--- src/rtl/lcd_bus_rx_pkg.sv ---
// Shared LCD bus definitions: command codes, RS encoding, FIFO entry and pin bundle types.
package lcd_bus_rx_pkg;

  localparam logic [7:0] CMD_NOP   = 8'h00;
  localparam logic [7:0] CMD_CASET = 8'h2A;
  localparam logic [7:0] CMD_PASET = 8'h2B;
  localparam logic [7:0] CMD_RAMWR = 8'h2C;

  localparam logic RS_CMD  = 1'b0;
  localparam logic RS_DATA = 1'b1;

  localparam int unsigned ENTRY_W = 10;

  typedef struct packed {
    logic       first;
    logic       rs;
    logic [7:0] d;
  } rx_entry_t;

  typedef struct packed {
    logic       cs_n;
    logic       wr_n;
    logic       rs;
    logic [7:0] d;
  } pin_t;

  // Idle bus as seen right after reset: strobe and select deasserted.
  localparam pin_t PIN_IDLE = '{cs_n: 1'b1, wr_n: 1'b1, rs: 1'b0, d: 8'h00};

  function automatic logic [15:0] sat_inc16(input logic [15:0] v);
    return (v == 16'hFFFF) ? v : v + 16'd1;
  endfunction

endpackage

--- src/rtl/lcd_rx_fifo.sv ---
// Generic synchronous first-word-fall-through FIFO; head entry is visible on rdata while not empty.
module lcd_rx_fifo #(
  parameter int unsigned WIDTH      = 10,
  parameter int unsigned DEPTH_LOG2 = 2
) (
  input  logic             clk,
  input  logic             rst,
  input  logic             push,
  input  logic [WIDTH-1:0] wdata,
  input  logic             pop,
  output logic [WIDTH-1:0] rdata,
  output logic             full,
  output logic             empty
);

  localparam int unsigned DEPTH = 1 << DEPTH_LOG2;
  localparam logic [DEPTH_LOG2:0] PTR_ONE = (DEPTH_LOG2 + 1)'(1);

  logic [WIDTH-1:0]    mem_q [DEPTH];
  logic [DEPTH_LOG2:0] wr_ptr_q;
  logic [DEPTH_LOG2:0] rd_ptr_q;
  logic                do_push;
  logic                do_pop;

  // Extra pointer MSB distinguishes full from empty when the indices match.
  assign empty = (wr_ptr_q == rd_ptr_q);
  assign full  = (wr_ptr_q[DEPTH_LOG2] != rd_ptr_q[DEPTH_LOG2]) &&
                 (wr_ptr_q[DEPTH_LOG2-1:0] == rd_ptr_q[DEPTH_LOG2-1:0]);

  assign do_pop  = pop & ~empty;
  assign do_push = push & (~full | do_pop);

  assign rdata = mem_q[rd_ptr_q[DEPTH_LOG2-1:0]];

  always_ff @(posedge clk) begin
    if (rst) begin
      wr_ptr_q <= '0;
      rd_ptr_q <= '0;
      for (int unsigned i = 0; i < DEPTH; i++) begin
        mem_q[i] <= '0;
      end
    end else begin
      if (do_push) begin
        mem_q[wr_ptr_q[DEPTH_LOG2-1:0]] <= wdata;
        wr_ptr_q <= wr_ptr_q + PTR_ONE;
      end
      if (do_pop) begin
        rd_ptr_q <= rd_ptr_q + PTR_ONE;
      end
    end
  end

endmodule

--- src/rtl/lcd_bus_rx.sv ---
// 8080-style LCD write-bus receiver: synchronises pins, captures on WR_n rise, queues {first, rs, d}.
// Optional command/data tracker is built only when LCD_BUS_RX_CMDTRACK_EN is defined.
module lcd_bus_rx
  import lcd_bus_rx_pkg::*;
#(
  parameter int unsigned SYNC_STAGES = 2,
  parameter int unsigned FIFO_LOG2   = 2
) (
  input  logic        clk,
  input  logic        rst,
  input  logic [7:0]  lcd_d,
  input  logic        lcd_rs,
  input  logic        lcd_wr_n,
  input  logic        lcd_cs_n,
  input  logic        rx_ena,
  output logic [7:0]  out_data,
  output logic        out_rs,
  output logic        out_first,
  output logic        out_valid,
  input  logic        out_ready,
  output logic [7:0]  cmd_last,
  output logic [15:0] data_cnt,
  output logic        ovf,
  input  logic        ovf_clr
);

  pin_t pin_raw;
  pin_t sync_q [SYNC_STAGES];
  pin_t pin_sync;
  pin_t prev_q;

  logic       capture;
  logic       cap_vld_q;
  logic       cap_rs_q;
  logic [7:0] cap_d_q;

  logic       fifo_full;
  logic       fifo_empty;
  logic       pop;
  logic       accept;
  logic       drop;
  logic       first_flag;
  logic       ovf_q;
  rx_entry_t  wr_entry;
  rx_entry_t  rd_entry;

  assign pin_raw = '{cs_n: lcd_cs_n, wr_n: lcd_wr_n, rs: lcd_rs, d: lcd_d};

  // SYNC_STAGES must be at least 2 for metastability settling.
  always_ff @(posedge clk) begin
    if (rst) begin
      for (int unsigned i = 0; i < SYNC_STAGES; i++) begin
        sync_q[i] <= PIN_IDLE;
      end
      prev_q <= PIN_IDLE;
    end else begin
      sync_q[0] <= pin_raw;
      for (int unsigned i = 1; i < SYNC_STAGES; i++) begin
        sync_q[i] <= sync_q[i-1];
      end
      prev_q <= pin_sync;
    end
  end

  assign pin_sync = sync_q[SYNC_STAGES-1];

  // Data is taken from the sample before the edge was seen, while it is still known stable.
  assign capture = pin_sync.wr_n & ~prev_q.wr_n & ~prev_q.cs_n & rx_ena;

  always_ff @(posedge clk) begin
    if (rst) begin
      cap_vld_q <= 1'b0;
      cap_rs_q  <= 1'b0;
      cap_d_q   <= 8'h00;
    end else begin
      cap_vld_q <= capture;
      if (capture) begin
        cap_rs_q <= prev_q.rs;
        cap_d_q  <= prev_q.d;
      end
    end
  end

  assign pop    = out_valid & out_ready;
  assign accept = cap_vld_q & (~fifo_full | pop);
  assign drop   = cap_vld_q & fifo_full & ~pop;

  always_ff @(posedge clk) begin
    if (rst) begin
      ovf_q <= 1'b0;
    end else if (drop) begin
      ovf_q <= 1'b1;
    end else if (ovf_clr) begin
      ovf_q <= 1'b0;
    end
  end

  assign ovf = ovf_q;

`ifdef LCD_BUS_RX_CMDTRACK_EN
  logic        cs_rise;
  logic [7:0]  cmd_last_q;
  logic [15:0] data_cnt_q;
  logic        armed_q;

  assign cs_rise    = pin_sync.cs_n & ~prev_q.cs_n;
  assign first_flag = (cap_rs_q == RS_DATA) & armed_q;

  always_ff @(posedge clk) begin
    if (rst) begin
      cmd_last_q <= CMD_NOP;
      data_cnt_q <= 16'h0000;
      armed_q    <= 1'b0;
    end else if (accept) begin
      if (cap_rs_q == RS_CMD) begin
        cmd_last_q <= cap_d_q;
        data_cnt_q <= 16'h0000;
        armed_q    <= 1'b1;
      end else begin
        data_cnt_q <= sat_inc16(data_cnt_q);
        armed_q    <= 1'b0;
      end
    end else if (cs_rise) begin
      data_cnt_q <= 16'h0000;
      armed_q    <= 1'b0;
    end
  end

  assign cmd_last = cmd_last_q;
  assign data_cnt = data_cnt_q;
`else
  assign first_flag = 1'b0;
  assign cmd_last   = CMD_NOP;
  assign data_cnt   = 16'h0000;
`endif

  assign wr_entry = '{first: first_flag, rs: cap_rs_q, d: cap_d_q};

  lcd_rx_fifo #(
    .WIDTH      (ENTRY_W),
    .DEPTH_LOG2 (FIFO_LOG2)
  ) u_fifo (
    .clk   (clk),
    .rst   (rst),
    .push  (accept),
    .wdata (wr_entry),
    .pop   (pop),
    .rdata (rd_entry),
    .full  (fifo_full),
    .empty (fifo_empty)
  );

  assign out_valid = ~fifo_empty;
  assign out_data  = rd_entry.d;
  assign out_rs    = rd_entry.rs;
  assign out_first = rd_entry.first;

endmodule

--- config.mk ---
export PLATFORM = sky130hd
export DESIGN_NAME = lcd_bus_rx
export DESIGN_NICKNAME = d
export VERILOG_FILES = /design/src/rtl/lcd_bus_rx_pkg.sv /design/src/rtl/lcd_rx_fifo.sv /design/src/rtl/lcd_bus_rx.sv
export SDC_FILE = /design/constraint.sdc
export NUM_CORES = 1
export LEC_CHECK = 0
export CAP_MARGIN = 10
export CORE_ASPECT_RATIO = 1.25
export CORE_MARGIN = 2
export CORE_UTILIZATION = 53
export CTS_CLUSTER_DIAMETER = 30
export CTS_CLUSTER_SIZE = 30
export DETAILED_ROUTE_END_ITERATION = 8
export GPL_ROUTABILITY_DRIVEN = 1
export PLACE_DENSITY = 0.85
export REMOVE_ABC_BUFFERS = 1
export SYNTH_ARGS = -nofsm -noshare
export SYNTH_HDL_FRONTEND = slang
export SYNTH_SLANG_ARGS = --single-unit
--- constraint.sdc ---
create_clock -name clk -period 3.01 [get_ports clk]
set_clock_uncertainty 0.2 [all_clocks]
set_input_delay 0.4515 -clock clk [delete_from_list [all_inputs] [get_ports clk]]
set_output_delay 0.4515 -clock clk [all_outputs]
set_load 0.01 [all_outputs]
## Word level (Yosys, flattened, before mapping)

Memories as Yosys holds them, arrays and structs flattened. A register that Yosys moved wholly into a read port is not among the register bits.
Index checks and enable logic that the tools add are counted.

- Bitwise operators: 18
- Muxes and demuxes: 15
- Equal/unequal tests: 3
- $add $sub $neg: 2
- Reduce and logical (&&, ||, !) cells: 3

Operators with widths:

| cell | count |
|---|---|
| $mux W11 | 2 |
| $and A1 B1 Y1 | 9 |
| $mux W1 | 9 |
| $mux W9 | 1 |
| $reduce_or A9 Y1 | 1 |
| $add A3 B1 Y3 const B | 2 |
| $mux W2 | 3 |
| $not A1 Y1 | 5 |
| $or A1 B1 Y1 | 4 |
| $eq A3 B3 Y1 | 1 |
| $eq A2 B2 Y1 | 1 |
| $reduce_bool A2 Y1 | 1 |
| $logic_and A1 B1 Y1 | 1 |
| $ne A1 B1 Y1 | 1 |

- Memories: 2
- RAM bits: 58
- Logic and storage cells: 53
- Bits of input ports: 16
- Output and inout port bits: 36
- Bits in registers: 28

Memory list:

| name | words | bits a word | read ports | clocked after Yosys merged registers in | write ports | line | RTL |
|---|---|---|---|---|---|---|---|
| u_fifo.mem_q | 4 | 9 | 1 | 1 | 4 | lcd_rx_fifo.sv:19 | `logic [WIDTH-1:0] mem_q [DEPTH];` |
| sync_q | 2 | 11 | 2 | 0 | 2 | lcd_bus_rx.sv:28 | `pin_t sync_q [SYNC_STAGES];` |

## Depth between registers and ports, before layout

Gate-level depths: netlist of the first run.

- Depth in word-level cells: 11
- Gate-level depth with buffers: 4
- Depth with buffers taken out: 4

## By module

From an unflattened synthesis of the first run, not the netlist that was laid out.

- Cells, all modules: 311
- Area, all modules: 3793.6 um^2

By module, submodules not included:

| module | instances | cells an instance | sequential area each (um^2) | area an instance (um^2) |
|---|---|---|---|---|
| lcd_rx_fifo | 1 | 166 | 1361.3 | 2274.7 |
| lcd_bus_rx | 1 | 145 | 880.8 | 1519.0 |

## Least setup slack after synthesis of the first run

No wires, ideal clock.

- Path type: reg-to-reg
- Start: register u_fifo.wr_ptr_q[0]
- End: memory u_fifo.mem_q[2][0] (netlist name) (enable)
- Required time: 2475 ps
- Cell stages (with the launch flop): 5
- Path buffers: 0
- Arrival: 1598 ps
- Setup time: 335 ps
- Setup slack: 877 ps
- Period minus slack after synthesis: 2133 ps
- Cells stage by stage: dfxtp_1 -> xor2_1 -> o41ai_2 -> nor3b_2 -> or2_1

RTL lines:

| element | line | RTL |
|---|---|---|
| start, declared | lcd_rx_fifo.sv:20 | `logic [DEPTH_LOG2:0] wr_ptr_q;` |
| start signal, assigned | lcd_rx_fifo.sv:45 | `wr_ptr_q <= wr_ptr_q + PTR_ONE;` |
| end, declared | lcd_rx_fifo.sv:19 |  |

==> results of run 1 <==
[worst reg2reg max path, cell delays in order, from the launching register on]
cell and delay [ns]:
dfxtp_1 0.50, xor2_1 0.40, o41ai_2 0.19, nor3b_2 0.41, or2_1 0.38
[cells in the final DEF, fill, tap and decap left out, types with 6 or more instances in the layout]
master and n:
a21oi_1 11, and2_1 36, clkbuf_8 10, clkdlybuf4s50_1 25, conb_1 25, dfxtp_1 52, edfxtp_1 36, mux4_2 9
nand2_1 20, nor2_1 8, nor2b_1 30, or2_2 8, xor2_1 6
[power by group]
group          leakage [uW]  switching (uW)  internal [uW]
clock              0.000101             403            376
combinational      0.000583            44.5           42.4
sequential         0.000796            9.71           1270
[cell type report]
class | count | area [um2]
multi-input cells | 173 | 1160
well taps | 85 | 106
clock inverters | 5 | 36.3
fillers | 488 | 2340
flip-flops and latches | 88 | 2120
clock buffers | 11 | 163
repair buffers | 29 | 278
[stage by stage]
stage               util, %  power (uW)
floorplan                 -        1350
global placement       59.1        1390
detailed placement     59.1        1400
CTS                    62.3        2170
global route           62.3        2240
finish                 62.3        2150
[state kept, by name, indices dropped and copies added, names as in the netlist, named ones only]
signal	count
prev_q	11
cap_d_q	8
sync_q	22
cap_rs_q	1
ovf	1
u_fifo.rd_ptr_q	3
cap_vld_q	1
u_fifo.mem_q	36
u_fifo.wr_ptr_q	3
[layer usage]
| layer | part of all wire, % | wire length, um | track usage [%] | up-vias |
|---|---|---|---|---|
| met4 | 2.7 | 130 | 9.50 | 0 |
| met3 | 5.0 | 242 | 4.72 | 11 |
| met2 | 51 | 2450 | 25.2 | 55 |
| met5 | 0 | 0 | 0 | - |
| li1 | - | - | - | 927 |
| met1 | 41 | 1990 | 18.8 | 839 |
[logic make-up after synthesis]
family | after synthesis
AOI/OAI and AO/OA | 17
xor gates and xnor gates | 7
adders and majority gates | 2
buffers and inverters | 35
DFF | 88
muxes | 11
other | 1
and+or+nand+nor | 111
[worst max path at each step]
stage	slack (ns)	depth (start not counted)	from	to
after floorplan	0.88	4	u_fifo.wr_ptr_q[0]	u_fifo.mem_q[2][0]
after global placement	0.42	4	out_ready	u_fifo.mem_q[1][6]
after detailed placement	0.37	4	out_ready	u_fifo.mem_q[1][0]
after CTS	0.20	2	flop	out_data[0]
after global routing	0.12	2	flop	out_data[2]
final	0.25	2	flop	out_data[0]
==> impl_metrics.tcl, run 1 <==
set metrics [dict create \
    status "complete, no violations" \
    gp_congestion 0.746 \
    yosysTopAreaCell "edfxtp_1" \
    holdPathStages 1 \
    hold_viol 0 \
    clkLatencyLatePin_ns 0.35 \
    synthSimpleGateAreaFrac_pct 19.0 \
    totalWireLength_um 4810 \
    synth_commonest_cells "dfxtp_1 (52), and2_1 (36), edfxtp_1 (36), nor2b_1 (30), buf_4 (25)" \
    core_area_um2 6210 \
    setup_ws_ns 0.250 \
    postLayoutCellArea_um2 3870 \
    die_y_um 93.8 \
    critical_path_required_ns 2.36 \
    areaGrowthSynthToFinish_pct 13.1 \
    maxCapViolCount 0 \
    path_max_fanout 9 \
    finalNetCount 319 \
    drc 0 \
    place_inst 375 \
    synth_edf_count 36 \
    cts_hold_buf 0 \
    clock-root-buffer "clkbuf_8" \
    slew_headroom_pct 53.3 \
    die_area_um2 7110 \
    setup_viol 0 \
    cp_top_family "flip-flops" \
    tns_ns 0 \
    syn-cell-area_um2 3420 \
    cts_sinks 88 \
    io_buffers 26 \
    syn_avg_cell_area_um2 12.6 \
    cp.arrival_ns 2.11 \
    reg2reg_depth 4 \
    synth_compound_gate_area_share_pct 3.18 \
    syn_inst 272 \
    slowest_delay_ns 0.69 \
    synth-main-ff-cell "dfxtp_1" \
    routedWlPerCell_um 12.3 \
    power_density_nw_per_um2 555 \
    rsz0062_at_grt "no" \
    hpwl_um 3400 \
    grt-ovfl-total 0 \
    path_cells "mux4_2 > clkdlybuf4s50_1" \
    post_dp_cell_area_um2 3670 \
    synth_mux_area_share_pct 6.52 \
    rrSetupSlack_ns 0.59 \
    synth_fa_ha_area_share_pct 0.732 \
    drt_iter0_drc 71 \
    vias_per_cell 4.69 \
    cts_tree "yes" \
    yosys_warnings 0 \
    ys_seq_area_share_pct 62.1 \
    antenna_found_initial 0 \
    post_cts_resized 0 \
    drive_gt1_share_pct 13.4 \
    yosysUniqueCellTypes 30 \
    grt_pass1_vias 1781 \
    min_period_ns 2.76 \
    synth_top_family_by_area "simple AND/OR/NAND/NOR gates" \
    cts_buffers 9 \
    grt_use_total_pct 16.0 \
    hold_ws_ns 0.210 \
    hold_path_end "sync_q[0][21]" \
    fin_crit_sh_pct 91.7 \
    yosys-top-cells-area "edfxtp_1 (32%), dfxtp_1 (30%), and2_1 (6.6%), mux4_2 (5.9%), buf_4 (5.5%)" \
    worst_setup_path_end_kind "output pin" \
    slowest_stage "dfxtp_1" \
    cp_num_buf_inv 1 \
    fp.dieW_um 75.8 \
    rr_startpoint "u_fifo.wr_ptr_q[0]" \
    grt_max_degree 56 \
    n_antenna_cell 0 \
    synth_top_cell_area_share_pct 31.6 \
    route.vias.total 1832 \
    fmax_mhz 362 \
    p_leak_uw 0.00148 \
    synth.most_common_cell "dfxtp_1" \
    fin_cells 391 \
    clk_pin_slew_ns 0.08 \
    max-vdd-ir-drop_v 0.000347 \
    worstSetupStartpointType "flop" \
    grt_first_pass_wirelength_um 8150 \
    dr.pass1.iters 4 \
    pin_count 52 \
    clock_path_buffers 2 \
    h-tree-depth 3 \
    hp-start "sync_q[0][10]" \
    worstMarginPinSlew_ns 0.691 \
    yosys_register_bits 88 \
    route.antenna.remaining_nets 0 \
    worstSetupPathType "reg2out" \
    r2r-end "u_fifo.mem_q[2][7]" \
    num_rows 32 \
    dp_worst_setup_slack_ns 0.372 \
    start_util_pct 55.1 \
    cts_setup_buffers 0 \
    hold_path_class "reg2reg" \
    drv_slew 0 \
    synthArstFlopShare_pct 0 \
    synth_xor_area_share_pct 1.79 \
]
Power figures use the tool's default switching activity.
==> run 2: changes to the inputs <==
SKIP_LAST_GASP = 1   (was default)
==> results of run 2 <==
The final DEF is identical to that of run 1; final timing and power are the same.
==> run 3: changes to the inputs <==
CTS_CLUSTER_SIZE = 16   (was 30)
==> results of run 3 <==
The final DEF is identical to that of run 1; final timing and power are the same.
